`src/rtl/matmul_sequencer.sv`:
```
// Sequencer for the 3x3 matmul core. It captures operands A and B from the UART
// receive buffer, triggers the core, and streams the result bytes to the UART transmitter.
module matmul_sequencer #(
  parameter int N_ELEM       = 9,
  parameter int W            = 8,
  parameter int MM_TIMEOUT   = 1024,
  parameter int BUSY_TIMEOUT = 65535
) (
  input  logic                i_clk,
  input  logic                i_rst_n,
  input  logic                i_mat_valid,
  input  logic [N_ELEM*W-1:0] i_mat,
  output logic [N_ELEM*W-1:0] o_a,
  output logic [N_ELEM*W-1:0] o_b,
  output logic                o_trigger,
  input  logic                i_mm_ready,
  input  logic [N_ELEM*W-1:0] i_mm_result,
  output logic [W-1:0]        o_tx_data,
  output logic                o_tx_start,
  input  logic                i_tx_busy,
  output logic                o_busy,
  output logic                o_overrun,
  output logic                o_timeout
);

  localparam int CNT_MAX = (MM_TIMEOUT > BUSY_TIMEOUT) ? MM_TIMEOUT : BUSY_TIMEOUT;
  localparam int CW      = $clog2(CNT_MAX + 1);
  localparam int IW      = (N_ELEM > 1) ? $clog2(N_ELEM) : 1;

  typedef enum logic [2:0] {
    WAIT_A, WAIT_B, TRIG, WAIT_MM, TX_LOAD, TX_ACK, TX_DONE
  } state_t;

  state_t              state, state_nxt;
  logic [CW-1:0]       cnt;
  logic [IW-1:0]       idx;
  logic [N_ELEM*W-1:0] result;
  logic                busy_meta, busy_s;

  logic load_a, load_b, trig_set, cnt_clr, cnt_inc, res_load;
  logic tx_load, tx_drop, to_set, idx_inc, overrun_hit;

  // i_tx_busy comes from the baud clock domain.
  always_ff @(posedge i_clk or negedge i_rst_n) begin
    if (!i_rst_n) begin
      busy_meta <= 1'b0;
      busy_s    <= 1'b0;
    end else begin
      // NOTE: non-blocking assignments give every flop the pre-edge value of its source,
      // which is what makes this a two-stage chain and not a single wire.
      busy_meta <= i_tx_busy;
      busy_s    <= busy_meta;
    end
  end

  always_ff @(posedge i_clk or negedge i_rst_n) begin
    if (!i_rst_n) state <= WAIT_A;
    else          state <= state_nxt;
  end

  always_comb begin
    // NOTE: every output of this block gets a default first; a path that leaves one
    // unassigned would infer a latch.
    state_nxt = state;
    load_a    = 1'b0;
    load_b    = 1'b0;
    trig_set  = 1'b0;
    cnt_clr   = 1'b0;
    cnt_inc   = 1'b0;
    res_load  = 1'b0;
    tx_load   = 1'b0;
    tx_drop   = 1'b0;
    to_set    = 1'b0;
    idx_inc   = 1'b0;
    case (state)
      WAIT_A: if (i_mat_valid) begin
        load_a    = 1'b1;
        state_nxt = WAIT_B;
      end
      WAIT_B: if (i_mat_valid) begin
        load_b    = 1'b1;
        state_nxt = TRIG;
      end
      TRIG: begin
        trig_set  = 1'b1;
        cnt_clr   = 1'b1;
        state_nxt = WAIT_MM;
      end
      WAIT_MM: begin
        // The first cycle (cnt == 0) ignores ready so the core can drop a stale result.
        if (cnt != '0 && i_mm_ready) begin
          res_load  = 1'b1;
          state_nxt = TX_LOAD;
        end else if (cnt == CW'(MM_TIMEOUT)) begin
          to_set    = 1'b1;
          state_nxt = WAIT_A;
        end else begin
          cnt_inc = 1'b1;
        end
      end
      TX_LOAD: begin
        tx_load   = 1'b1;
        cnt_clr   = 1'b1;
        state_nxt = TX_ACK;
      end
      TX_ACK: begin
        if (busy_s) begin
          tx_drop   = 1'b1;
          state_nxt = TX_DONE;
        end else if (cnt == CW'(BUSY_TIMEOUT)) begin
          to_set    = 1'b1;
          tx_drop   = 1'b1;
          state_nxt = WAIT_A;
        end else begin
          cnt_inc = 1'b1;
        end
      end
      TX_DONE: if (!busy_s) begin
        if (idx == IW'(N_ELEM - 1)) begin
          state_nxt = WAIT_A;
        end else begin
          idx_inc   = 1'b1;
          state_nxt = TX_LOAD;
        end
      end
      default: state_nxt = WAIT_A;
    endcase
  end

  // A pulse landing in WAIT_B is consumed as operand B, so only the other states flag it.
  assign overrun_hit = i_mat_valid && (state != WAIT_A) && (state != WAIT_B);
  assign o_busy      = (state != WAIT_A);

  always_ff @(posedge i_clk or negedge i_rst_n) begin
    if (!i_rst_n) begin
      o_a        <= '0;
      o_b        <= '0;
      o_trigger  <= 1'b0;
      o_tx_data  <= '0;
      o_tx_start <= 1'b0;
      o_overrun  <= 1'b0;
      o_timeout  <= 1'b0;
      cnt        <= '0;
      idx        <= '0;
      // NOTE: the result register is reset even though it is storage-like, so an aborted
      // transfer can never leak a stale matrix into a later one.
      result     <= '0;
    end else begin
      o_trigger <= trig_set;
      if (load_a) o_a <= i_mat;
      if (load_b) o_b <= i_mat;
      if (cnt_clr)      cnt <= '0;
      else if (cnt_inc) cnt <= cnt + 1'b1;
      if (res_load) begin
        result <= i_mm_result;
        idx    <= '0;
      end else if (idx_inc) begin
        idx <= idx + 1'b1;
      end
      if (tx_load) begin
        o_tx_data  <= result[int'(idx)*W +: W];
        o_tx_start <= 1'b1;
      end else if (tx_drop) begin
        o_tx_start <= 1'b0;
      end
      if (overrun_hit) o_overrun <= 1'b1;
      if (to_set)      o_timeout <= 1'b1;
    end
  end

endmodule

```
`config.mk`:
```
export PLATFORM = sky130hd
export DESIGN_NAME = matmul_sequencer
export DESIGN_NICKNAME = d
export VERILOG_FILES = /design/src/rtl/matmul_sequencer.sv
export SDC_FILE = /design/constraint.sdc
export NUM_CORES = 1
export LEC_CHECK = 0
export CORE_ASPECT_RATIO = 0.6
export CORE_MARGIN = 2
export CORE_UTILIZATION = 43
export CTS_CLUSTER_DIAMETER = 200
export DETAILED_ROUTE_END_ITERATION = 16
export GPL_TIMING_DRIVEN = 0
export HOLD_SLACK_MARGIN = 0.1
export PLACE_DENSITY = 0.88
export SKIP_LAST_GASP = 1
export SLEW_MARGIN = 15
export SYNTH_ARGS = -nofsm -noshare
export SYNTH_HDL_FRONTEND = slang
export SYNTH_SLANG_ARGS = --single-unit
```
`constraint.sdc`:
```
create_clock -name i_clk -period 1.8 [get_ports i_clk]
set_input_delay 0.18 -clock i_clk [delete_from_list [all_inputs] [get_ports i_clk]]
set_output_delay 0.18 -clock i_clk [all_outputs]
set_load 0.01 [all_outputs]
```
# Yosys cells after proc, flatten, opt, wreduce, memory -nomap -nowiden
# Cells that the tools add are included.
# classes
n_mux	38
n_eq_ne	15
addsub	2
n_shift	1
reduce_logical	11
# ops
op	n
variable part select 72 x 8 -> 8 bit	1
2-to-1 mux 16 bit	2
2-to-1 mux 3 bit	8
2-to-1 mux 1 bit	23
one-hot mux 3 bit (7 select lines)	1
adder 16 x 1 -> 16 bit (second input constant)	1
equality test 16 x 11 -> 1 bit (second input constant)	1
equality test 16 bit (second input constant)	1
nonzero test 16 bit	1
equality test 3 bit (second input constant)	3
2-to-1 mux 4 bit	2
equality test 3 x 2 -> 1 bit (second input constant)	2
!= test 2 bit (second input constant)	3
!= test 3 bit (second input constant)	2
nonzero test 2 bit	3
AND reduction 5 bit	1
adder 4 x 1 -> 4 bit (second input constant)	1
equality test 4 bit (second input constant)	1
one-hot mux 1 bit (2 select lines)	2
equality test 3 x 1 -> 1 bit (second input constant)	1
logical AND 1 bit	3
zero test 3 bit	1
!= test 3 x 1 -> 1 bit (second input constant)	1
nonzero test 3 bit	1
OR reduction 2 bit	1
# word_totals
ff_bits	253
input_bits	149
out_inout_bits	157
wordCells	80

# Longest topological paths before layout
# depth
ltp_word	6
depth_mapped	9

# Worst setup path before layout
# Ideal clock, no wire load.
# synth_timing
kind	reg2reg
startpoint	register idx[0]
endpoint	register o_tx_data[0]
stages_incl_launch_ff	8
arrival_ns	1.693
t_required_ns	1.663
synth_period_minus_slack_ns	1.830
n_path_buf	2
setup_slack_ns	-0.030
cell_sequence	dfrtp_1 -> buf_2 -> buf_4 -> mux4_2 -> mux2i_1 -> nor2_1 -> a21oi_1 -> a21oi_1
# synth_between
elab_chain_cells	1
# synth_rtl
element	line_no	text
from (decl)	36	logic [IW-1:0] idx;
from (signal assigned)	158	idx <= idx + 1'b1;
variable part select 72 x 8 -> 8 bit	161	o_tx_data <= result[int'(idx)*W +: W];
to (signal assigned)	161	
to (decl)	18	output logic [W-1:0] o_tx_data,
# Every way passes these cells.
# A chain may end at the register's enable or synchronous reset.

# Worst setup path after layout
# layout_timing
startpoint	register cnt[0]
endpoint	register cnt[15]
# layout_between
elab_chain_cells	5
# layout_rtl
element	line_no	text
from (decl)	35	logic [CW-1:0] cnt;
from (signal assigned)	153	else if (cnt_inc) cnt <= cnt + 1'b1;
branches (longest 5 deep; another with adder 16 x 1 -> 16 bit)	-	
# Parallel ways; which one is timed is not known. The select of a mux whose other input is x is not followed.

==> impl_metrics.ini <==
[outcome]
outcome = finished with violations
violations = setup timing

[pwr]
power.net_switching_mw = 9.41
power.combinational.fraction = 0.464
pwr_density_cell_mw_per_mm2 = 1780
p_leak_nw = 6.96
clockPowerShare = 0.189
pwr-share-seq = 0.347
fin_total_pwr_mw = 28.3
power.switching_fraction = 0.332
ir_drop_mv = 0.677
cell_internal_power_dissipation_mw = 18.9

[layout]
antenna-diode-count = 0
layout.nets = 1390
area_growth_syn_to_layout_pct = 49.3
n_fill_cell = 1721
final_cell_mix = sky130_fd_sc_hd__clkdlybuf4s50_1 (303), sky130_fd_sc_hd__dfrtp_1 (251), sky130_fd_sc_hd__nand2_1 (217), sky130_fd_sc_hd__mux2_2 (125), sky130_fd_sc_hd__buf_4 (27)
finished_layout_cells = 1576
drive_above_1_share = 0.267
layout.cells.most_common = sky130_fd_sc_hd__clkdlybuf4s50_1

[route]
drcViolationCount = 0
dr_total_vias = 8308
dr.pass1.iters = 6
detailedRoute.firstIterationViolations = 568
route.detailed.wl_per_inst_um = 20.2
ant_nets = 0
vias_per_cell = 5.27
finalWirelength_um = 31800

[floorplan]
start_util = 0.439
die_area_sq_mm = 0.0261
fp-row-count = 44
core_area_sq_mm = 0.0243
die_h_um = 126
die-width_um = 207
ios = 306

[global_routing]
grt_antenna_before_repair = 0
grt.overflow.total = 0
grt_pass1_wl_um = 49800
grt_start_max_net_pins = 110
first_global_vias = 8693
overall_fraction_of_global_route_tracks_in_use = 0.241

[cts]
clk_root_buffer_cell = sky130_fd_sc_hd__clkbuf_16
clock_insertion_delay_at_the_later_pin_of_the_skew_report_ps = 510
cts.clk_slew.worst_paths_ps = 70
cts-buffers-inserted = 24
ctsLongestPathBuffers = 3
cts_tree = built
clock-sinks = 253
h_tree_lvl_count = 1

[setup_path]
critical_path_class = flop to flop
arr_time_crit_path_ps = 2420
crit_fanout = 5
startpoint_type = flop
crit_required_ps = 2240
critical_path.endpoint_type = flop

[timing]
timing.clock.skew_ps = 9.20
max_slew.worst_pin.slew_ps = 551
final.min_clock_period_ps = 1990
setup_viol = 123
relSlewSlack = 0.633
setup_repair_after_global_routing_missed_its_margin = yes
fin_setup_tns_ps = -12180
final-max-slew-violation-count = 0
fmaxAchievable_mhz = 504
final-hold-violation-count = 0
final.period_utilization = 1.10
postLayoutSetupSlackWorst_ps = -185

[synth]
synth-seq-cells = 253
ys.flop_type = sky130_fd_sc_hd__dfrtp_1
yosys.cell_types.count = 50
yosysWarnings = 0
synth-seq-area-share = 0.594
syn_inst = 870
share_of_synthesized_flip_flops_with_an_asynchronous_set_or_reset = 1.00
post_synth_instance_area_sq_mm = 0.0107
syn-num-nets = 1023
syn-mean-instance-area_sq_um = 12.2
number_of_enable_type_register_cells_in_the_synthesized_netlist = 0

[placement]
gp_congestion = 0.909
numPlacedInstances = 1499
port_buffers = 305
detailedPlace.worstSlack_ps = -572
dp_hpwl_um = 22700

[min_path]
hp-class = input pin to asynchronous set/reset pin

[run]
cap_violations = 0
final timing paths:
kind,startpoint,endpoint,slack [ps],cells past startpoint
setup / recovery,cnt[0],cnt[15],-190,8
min in group i_clk,i_mm_result[53],result[53],190,3
hold / removal,i_rst_n,o_b[25],140,2
setup reg to reg,cnt[0],cnt[15],-190,8
hold reg to reg,busy_meta,busy_s,350,0
max in group asynchronous,i_rst_n,result[61],820,3
critical path, cell delays in order (launching register included):
cell and delay, ps:
sky130_fd_sc_hd__dfrtp_1 400, sky130_fd_sc_hd__inv_2 90, sky130_fd_sc_hd__ha_4 130, sky130_fd_sc_hd__nor4b_4 270
sky130_fd_sc_hd__nand4_4 220, sky130_fd_sc_hd__mux2i_4 280, sky130_fd_sc_hd__buf_4 170, sky130_fd_sc_hd__a21oi_4 150
sky130_fd_sc_hd__mux2i_1 210
logic make-up (layout without fill, tap and decap cells):
kind of cell	Yosys count	after routing	synth area share
adder cells (fa/ha/maj)	4	4	0.00470
AND/OR/NAND/NOR	322	322	0.132
flip-flops	253	253	0.594
multiplexers	182	182	0.207
AO/OA/AOI/OAI	49	49	0.0292
buffers and inverters	57	441	0.0299
XOR/XNOR	3	3	0.00247
sequential cells by signal (all words and copies together), names as in the netlist:
register / flops
o_a: 72
o_b: 72
result: 72
cnt: 16
o_tx_data: 8
idx: 4
state: 3
busy_meta: 1
busy_s: 1
o_overrun: 1
o_timeout: 1
o_trigger: 1
o_tx_start: 1
per-stage QoR:
| stage | instance area (sq um) | util | hold WS [ps] |
|---|---|---|---|
| final | 15900 | 0.655 | 140 |
| after global routing | 15900 | 0.655 | 160 |
| after CTS | 15600 | 0.644 | 129 |
| after detailed placement | 14200 | 0.584 | 89.0 |
| after global placement | 14100 | 0.581 | 333 |
| after floorplan | 10700 | - | -116 |
repair_timing:
action | in CTS | in global routing
hold endpoints to repair | 254 | 0
endpoints found under the setup margin | 249 | 243
cloned | 1 | 1
pin swaps | 19 | 16
buffers inserted | 25 | 7
hold buffers | 2 | 0
resized for setup | 101 | 52
power groups by stage:
stage                     clock network, mW  logic, mW  registers [mW]
after floorplan                           0       5.14            10.4
after global placement                    0       11.5            9.66
after detailed placement                  0       11.8            9.83
after CTS                              5.45       12.8            9.77
after global routing                   5.73       14.0            10.1
final                                  5.36       13.1            9.83
cell usage after synthesis, types with 3 or more instances:
cell | instances | share of area
sky130_fd_sc_hd__mux2_2 | 125 | 0.13
sky130_fd_sc_hd__a21oi_2 | 5 | 0.0041
sky130_fd_sc_hd__nor2_1 | 25 | 0.0088
sky130_fd_sc_hd__ha_1 | 4 | 0.0047
sky130_fd_sc_hd__buf_2 | 21 | 0.0099
sky130_fd_sc_hd__clkbuf_1 | 10 | 0.0035
sky130_fd_sc_hd__mux2i_1 | 20 | 0.019
sky130_fd_sc_hd__nand3_1 | 9 | 0.0042
sky130_fd_sc_hd__or3_1 | 11 | 0.0065
sky130_fd_sc_hd__nand3b_1 | 3 | 0.0021
sky130_fd_sc_hd__buf_4 | 9 | 0.0063
sky130_fd_sc_hd__nand2_1 | 237 | 0.083
sky130_fd_sc_hd__nor3_1 | 6 | 0.0028
sky130_fd_sc_hd__mux2_1 | 20 | 0.021
sky130_fd_sc_hd__nand4_1 | 8 | 0.0047
sky130_fd_sc_hd__dfrtp_1 | 253 | 0.59
sky130_fd_sc_hd__buf_6 | 6 | 0.0063
sky130_fd_sc_hd__a21oi_1 | 28 | 0.013
sky130_fd_sc_hd__o21ai_0 | 4 | 0.0019
sky130_fd_sc_hd__mux4_2 | 16 | 0.034
sky130_fd_sc_hd__nand2b_1 | 3 | 0.0018
sky130_fd_sc_hd__inv_1 | 9 | 0.0032
layout make-up:
class / count / area (sq um) / area share
inverters: 9 / 33.8 / 0.00212
flip-flops and latches: 253 / 6330 / 0.398
plain buffers: 46 / 477 / 0.0300
repair buffers: 343 / 3500 / 0.220
clock buffers: 33 / 706 / 0.0444
well taps: 322 / 403 / 0.0253
clock inverters: 10 / 133 / 0.00834
multi-input cells: 560 / 4320 / 0.272
per-layer routing:
metal / vias to the layer above / GRT usage / routed length [um]
met5: - / 0 / 0
met1: 4187 / 0.329 / 13500
met2: 366 / 0.403 / 15300
met3: 52 / 0.0401 / 2170
li1: 3703 / - / -
met4: 0 / 0.0630 / 815
No activity file was read; power rests on OpenSTA's default activity.
==> edit 1 (same flow settings) <==
Re-encode `state_t` (7 states) as one-hot, 7 bits wide.
--- a/src/rtl/matmul_sequencer.sv
+++ b/src/rtl/matmul_sequencer.sv
@@ -27,8 +27,8 @@
   localparam int CW      = $clog2(CNT_MAX + 1);
   localparam int IW      = (N_ELEM > 1) ? $clog2(N_ELEM) : 1;
 
-  typedef enum logic [2:0] {
-    WAIT_A, WAIT_B, TRIG, WAIT_MM, TX_LOAD, TX_ACK, TX_DONE
+  typedef enum logic [6:0] {
+    WAIT_A = 7'b0000001, WAIT_B = 7'b0000010, TRIG = 7'b0000100, WAIT_MM = 7'b0001000, TX_LOAD = 7'b0010000, TX_ACK = 7'b0100000, TX_DONE = 7'b1000000
   } state_t;
 
   state_t              state, state_nxt;
Behaviour: no difference found for any inputs over 10 cycles, from zero or initial values and one cycle with i_rst_n low; not proved beyond that.
==> edit 1 against the unedited design <==
  * The run still ends with negative setup slack left
  * Cell area rose by 9.2%
  * Sequential cell count rose by 4
  * Area after synthesis rose by 0.29%
  * Hold slack improved by 53 ps
  * Total power rose by 0.29%
  * Clock skew rose by 20 ps
  * Routed wire length rose by 20%
  * Critical path depth fell by 2
  * Setup slack got worse by 390 ps
==> edit 1: results (changes against the unedited design) <==
status: finished, violations left
failing checks: negative setup slack
via count: 8979 (+8.1%)
post-placement cell area: 14300 um2 (+0.86%)
post-synthesis mux area share: 19.87% (-0.85 points)
# nets final: 1471 (+5.8%)
Compound-Gate Fraction of Synth Area: 3.360% (+0.44 points)
Routed Wire Length: 37990 um (+20%)
synth top area cells: dfrtp_1, mux2_2, nand2_1, mux4_2, nor2_1
Setup WS post-layout: -573.7 ps (-388.5 ps)
largest net degree at the start of global routing: 100 (-9.1%)
CTS Buf Count: 26 (+8.3%)
syn nets: 1044 (+2.1%)
post-synthesis adder-cell area fraction: 0.4683% (-0.0014 points)
Setup Viol. Count Final: 251 (+100%)
First-pass DRT Iterations: 8 (+2)
synth cell count leaders: dfrtp_1, nand2_1, mux2_2, nor2_1, clkbuf_1
worst IR drop on VDD: 0.001043 V (+54%)
RR Startpoint: state[2]$_DFFE_PN0P_
Worst-Skew Late Latency: 550 ps (+40 ps)
synthesized instance count: 891 (+2.4%)
drt initial violations: 567 (-0.18%)
P_leak: 0.008033 uW (+15%)
Worst EP arrival: 2850 ps (+430 ps)
sequential-to-total area share from yosys stat: 60.19% (+0.77 points)
DPL Wire Length: 23190 um (+2.3%)
Slew HR: 47.21% (-16 points)
CP max FO: 9 (+4)
==> edit 1: cell count changes after synthesis, sizes merged, moves of 6 or more <==
cell,change
buf,-25
nor2,+11
or3,-7
o21ai,+8
a21oi,-7
clkbuf,+23
mux2i,-8
a31oi,+6
==> edit 1: report_power, final <==
part	total [uW]	internal (uW)	switching, uW
combinational	12600	7380	5230
clock	5530	3220	2310
sequential	10300	8440	1820
==> edit 1: how the worst max path moves through the flow <==
stage | slack (ps) | to | startpoint
after floorplan | -630 | cnt[13]$_DFFE_PN0P_ | state[6]$_DFFE_PN0P_
after global placement | -10350 | o_a[31]$_DFFE_PN0P_ | i_rst_n
after detailed placement | -1050 | result[53]$_DFFE_PN0P_ | cnt[13]$_DFFE_PN0P_
after CTS | -550 | cnt[13]$_DFFE_PN0P_ | state[5]$_DFFE_PN0P_
after global routing | -660 | cnt[11]$_DFFE_PN0P_ | cnt[1]$_DFFE_PN0P_
final | -570 | cnt[13]$_DFFE_PN0P_ | state[2]$_DFFE_PN0P_
==> edit 1: kinds of logic after synthesis <==
family                     after synthesis
and+or+nand+nor                        335
muxes                                  174
xor gates and xnor gates                 6
buffers and inverters                   54
DFF                                    257
adders and majority gates                4
AOI/OAI and AO/OA                       61
==> edit 1: final cells by class <==
cell class	instances	area share, %
antenna	1	0.01441
buffer	37	3.465
clock buffer	42	4.445
clock inverter	6	0.4827
inverter	8	0.2161
multi-input combinational	582	26.66
sequential	257	37.07
tap	322	2.320
timing repair buffer	405	25.26
timing repair inverter	1	0.06484
==> edit 1: metal layers <==
layer	wire (um)	vias to the layer above	global-route usage, %	part of all wire, %
met1	16120	4564	35.25	42
met2	17760	405	40.45	47
met5	13	-	0	0.034
met4	871	2	6.891	2.3
met3	3227	84	7.307	8.5
li1	-	3924	-	-
==> edit 1: worst reg2reg max path, stage by stage (launching register included) <==
cell and delay [ps]:
dfrtp_2 520, or3b_2 550, or2_4 290, a211o_4 310, and2_4 210, or3_1 320
a21oi_2 120
==> edit 1: through the flow <==
step,hold WS (ps),power (uW),utilization (%)
floorplan,-115.6,14650,-
global placement,337.4,19630,58.62
detailed placement,185.8,20150,58.89
CTS,172.8,26120,64.44
global route,198.8,29720,71.52
finish,193.3,28410,71.53
==> edit 1: repair_timing <==
item                       in CTS  in global routing
pin swaps                       9                 92
gates cloned                    8                 22
buffers inserted               16                 54
setup endpoints to repair     252                248
hold endpoints to repair       77                  0
hold buffers                    3                  0
gates resized for setup        62                289
==> edit 2 (same flow settings) <==
Made on the original files. The parameter `MM_TIMEOUT` goes from 1024 to 2048.
--- a/src/rtl/matmul_sequencer.sv
+++ b/src/rtl/matmul_sequencer.sv
@@ -3,7 +3,7 @@
 module matmul_sequencer #(
   parameter int N_ELEM       = 9,
   parameter int W            = 8,
-  parameter int MM_TIMEOUT   = 1024,
+  parameter int MM_TIMEOUT   = 2048,
   parameter int BUSY_TIMEOUT = 65535
 ) (
   input  logic                i_clk,
Behaviour: no difference found for any inputs over 10 cycles, from zero or initial values and one cycle with i_rst_n low; that may be too few to reach the edited logic, so the function may still have changed.
==> edit 2 against the unedited design <==
  * The flow still finishes with violations (negative setup slack)
  * Sequential cell count unchanged
  * Via count up 3.4%
  * Total power increased by 2.1%
  * Cell area is 6.0% higher
  * Largest cell class unchanged
  * Setup slack lost 160 ps
  * Clock power shrank 5.8%
  * Routed wire length rose by 9.4%
  * Area after synthesis is 1.7% lower
==> edit 2: results (changes against the unedited design) <==
Seq pwr share: 34.2% (-0.5 points)
synth cell count leaders: dfrtp_1, nand2_1, mux2_2
First-pass DRT Iterations: 5 (-1)
synth top area cells: dfrtp_1, mux2_2, nand2_1, mux4_2, a21oi_1
R2R depth: 7 (-1)
failing checks: negative setup slack
post-route setup TNS: -26480 ps (-14300 ps)
Worst EP arrival: 2550 ps (+130 ps)
Slowest cell on crit path: or4_4
filler cell count: 1550 (-9.9%)
DR WL met3: 2876 um (+32%)
Worst Clk Skew: 8.402 ps (-0.8008 ps)
Clock Power Share: 17.5% (-1.4 points)
drt initial violations: 596 (+4.9%)
PostCTS Resize Cnt: 202 (+100%)
Setup Viol. Count Final: 126 (+2.4%)
sequential-to-total area share from yosys stat: 60.43% (+1.0 points)
CP max FO: 6 (+1)
met3 GRT Util: 6.855% (+2.8 points)
internal power: 18950 uW (+0.16%)
wire per inst: 21.89 um (+8.5%)
WL met2: 16830 um (+9.7%)
# nets final: 1402 (+0.86%)
Critical Path Source: cnt[2]$_DFFE_PN0P_
Yosys cell types: 51 (+2.0%)
Avg Cell Area, Syn: 12.24 um2 (about the same)
M2 GR Usage: 41.79% (+1.5 points)
share of cells above drive strength 1: 37.73% (+11 points)
largest net degree at the start of global routing: 104 (-5.5%)
Via density: 5.406 (+2.5%)
P_leak: 0.007535 uW (+8.3%)
crit path to: cnt[2]$_DFFE_PN0P_
post-CTS setup buffers: 42 (+68%)
Tot GR Track Use: 25.93% (+1.9 points)
GPL Wtd Cong: 0.8401 (-7.6%)
syn nets: 1009 (-1.4%)
DPL Wire Length: 21500 um (-5.2%)
status: finished, violations left
Routed Wire Length: 34780 um (+9.4%)
M1 WL: 14120 um (+4.9%)
first-pass GRT wire length: 51540 um (+3.5%)
worst IR drop on VDD: 0.001083 V (+60%)
vias in the first global route: 9211 (+6.0%)
pre-CTS setup slack: -774.4 ps (-202.4 ps)
clk pwr: 5050 uW (-5.8%)
Slew HR: 48.96% (-14 points)
Setup WS post-layout: -346.1 ps (-160.9 ps)
post-placement cell area: 14070 um2 (-0.73%)
[edit 2: cell types whose count changed after synthesis, sizes merged, moves of 6 or more]
cell   delta
mux2i    -13
nand2    -10
o21ai     +6
o31ai     +7
[edit 2: worst max-delay path: cells and delay by family (launching register included)]
| family | cells | cell delay, ps |
|---|---|---|
| AOI/OAI and AO/OA | 3 | 560 |
| buffers and inverters | 2 | 310 |
| DFF | 1 | 360 |
| and+or+nand+nor | 2 | 800 |
[edit 2: cell type report]
type	instances	area [um2]	share of cell area [%]
multi-input combinational	550	4815	28.55
tap	322	402.9	2.389
buffer	47	653.1	3.872
sequential	253	6337	37.57
clock inverter	10	85.08	0.5045
inverter	7	28.78	0.1706
timing repair buffer	366	3855	22.86
clock buffer	34	689.4	4.088
[edit 2: worst min-delay path by stage]
stage                                    from  cells after the start                endpoint  slack, ps
after floorplan                       i_rst_n                      0     busy_meta$_DFF_PN0_       -120
final                                 i_rst_n                      2  result[42]$_DFFE_PN0P_        160
after detailed placement              i_rst_n                      1  result[42]$_DFFE_PN0P_        130
after global placement    busy_meta$_DFF_PN0_                      0        busy_s$_DFF_PN0_        330
after CTS                      i_mm_result[2]                      3   result[2]$_DFFE_PN0P_        160
after global routing                  i_rst_n                      2  result[42]$_DFFE_PN0P_        200
[edit 2: kinds of logic (layout without fill, tap and decap cells)]
logic type,Yosys count,count (layout),synth area share [%]
AND/OR/NAND/NOR,306,306,12.53
AO/OA/AOI/OAI,68,69,4.216
adder cells (fa/ha/maj),4,4,0.4777
XOR/XNOR,3,3,0.2508
buffers and inverters,54,464,2.424
flip-flops,253,253,60.43
multiplexers,168,168,19.68
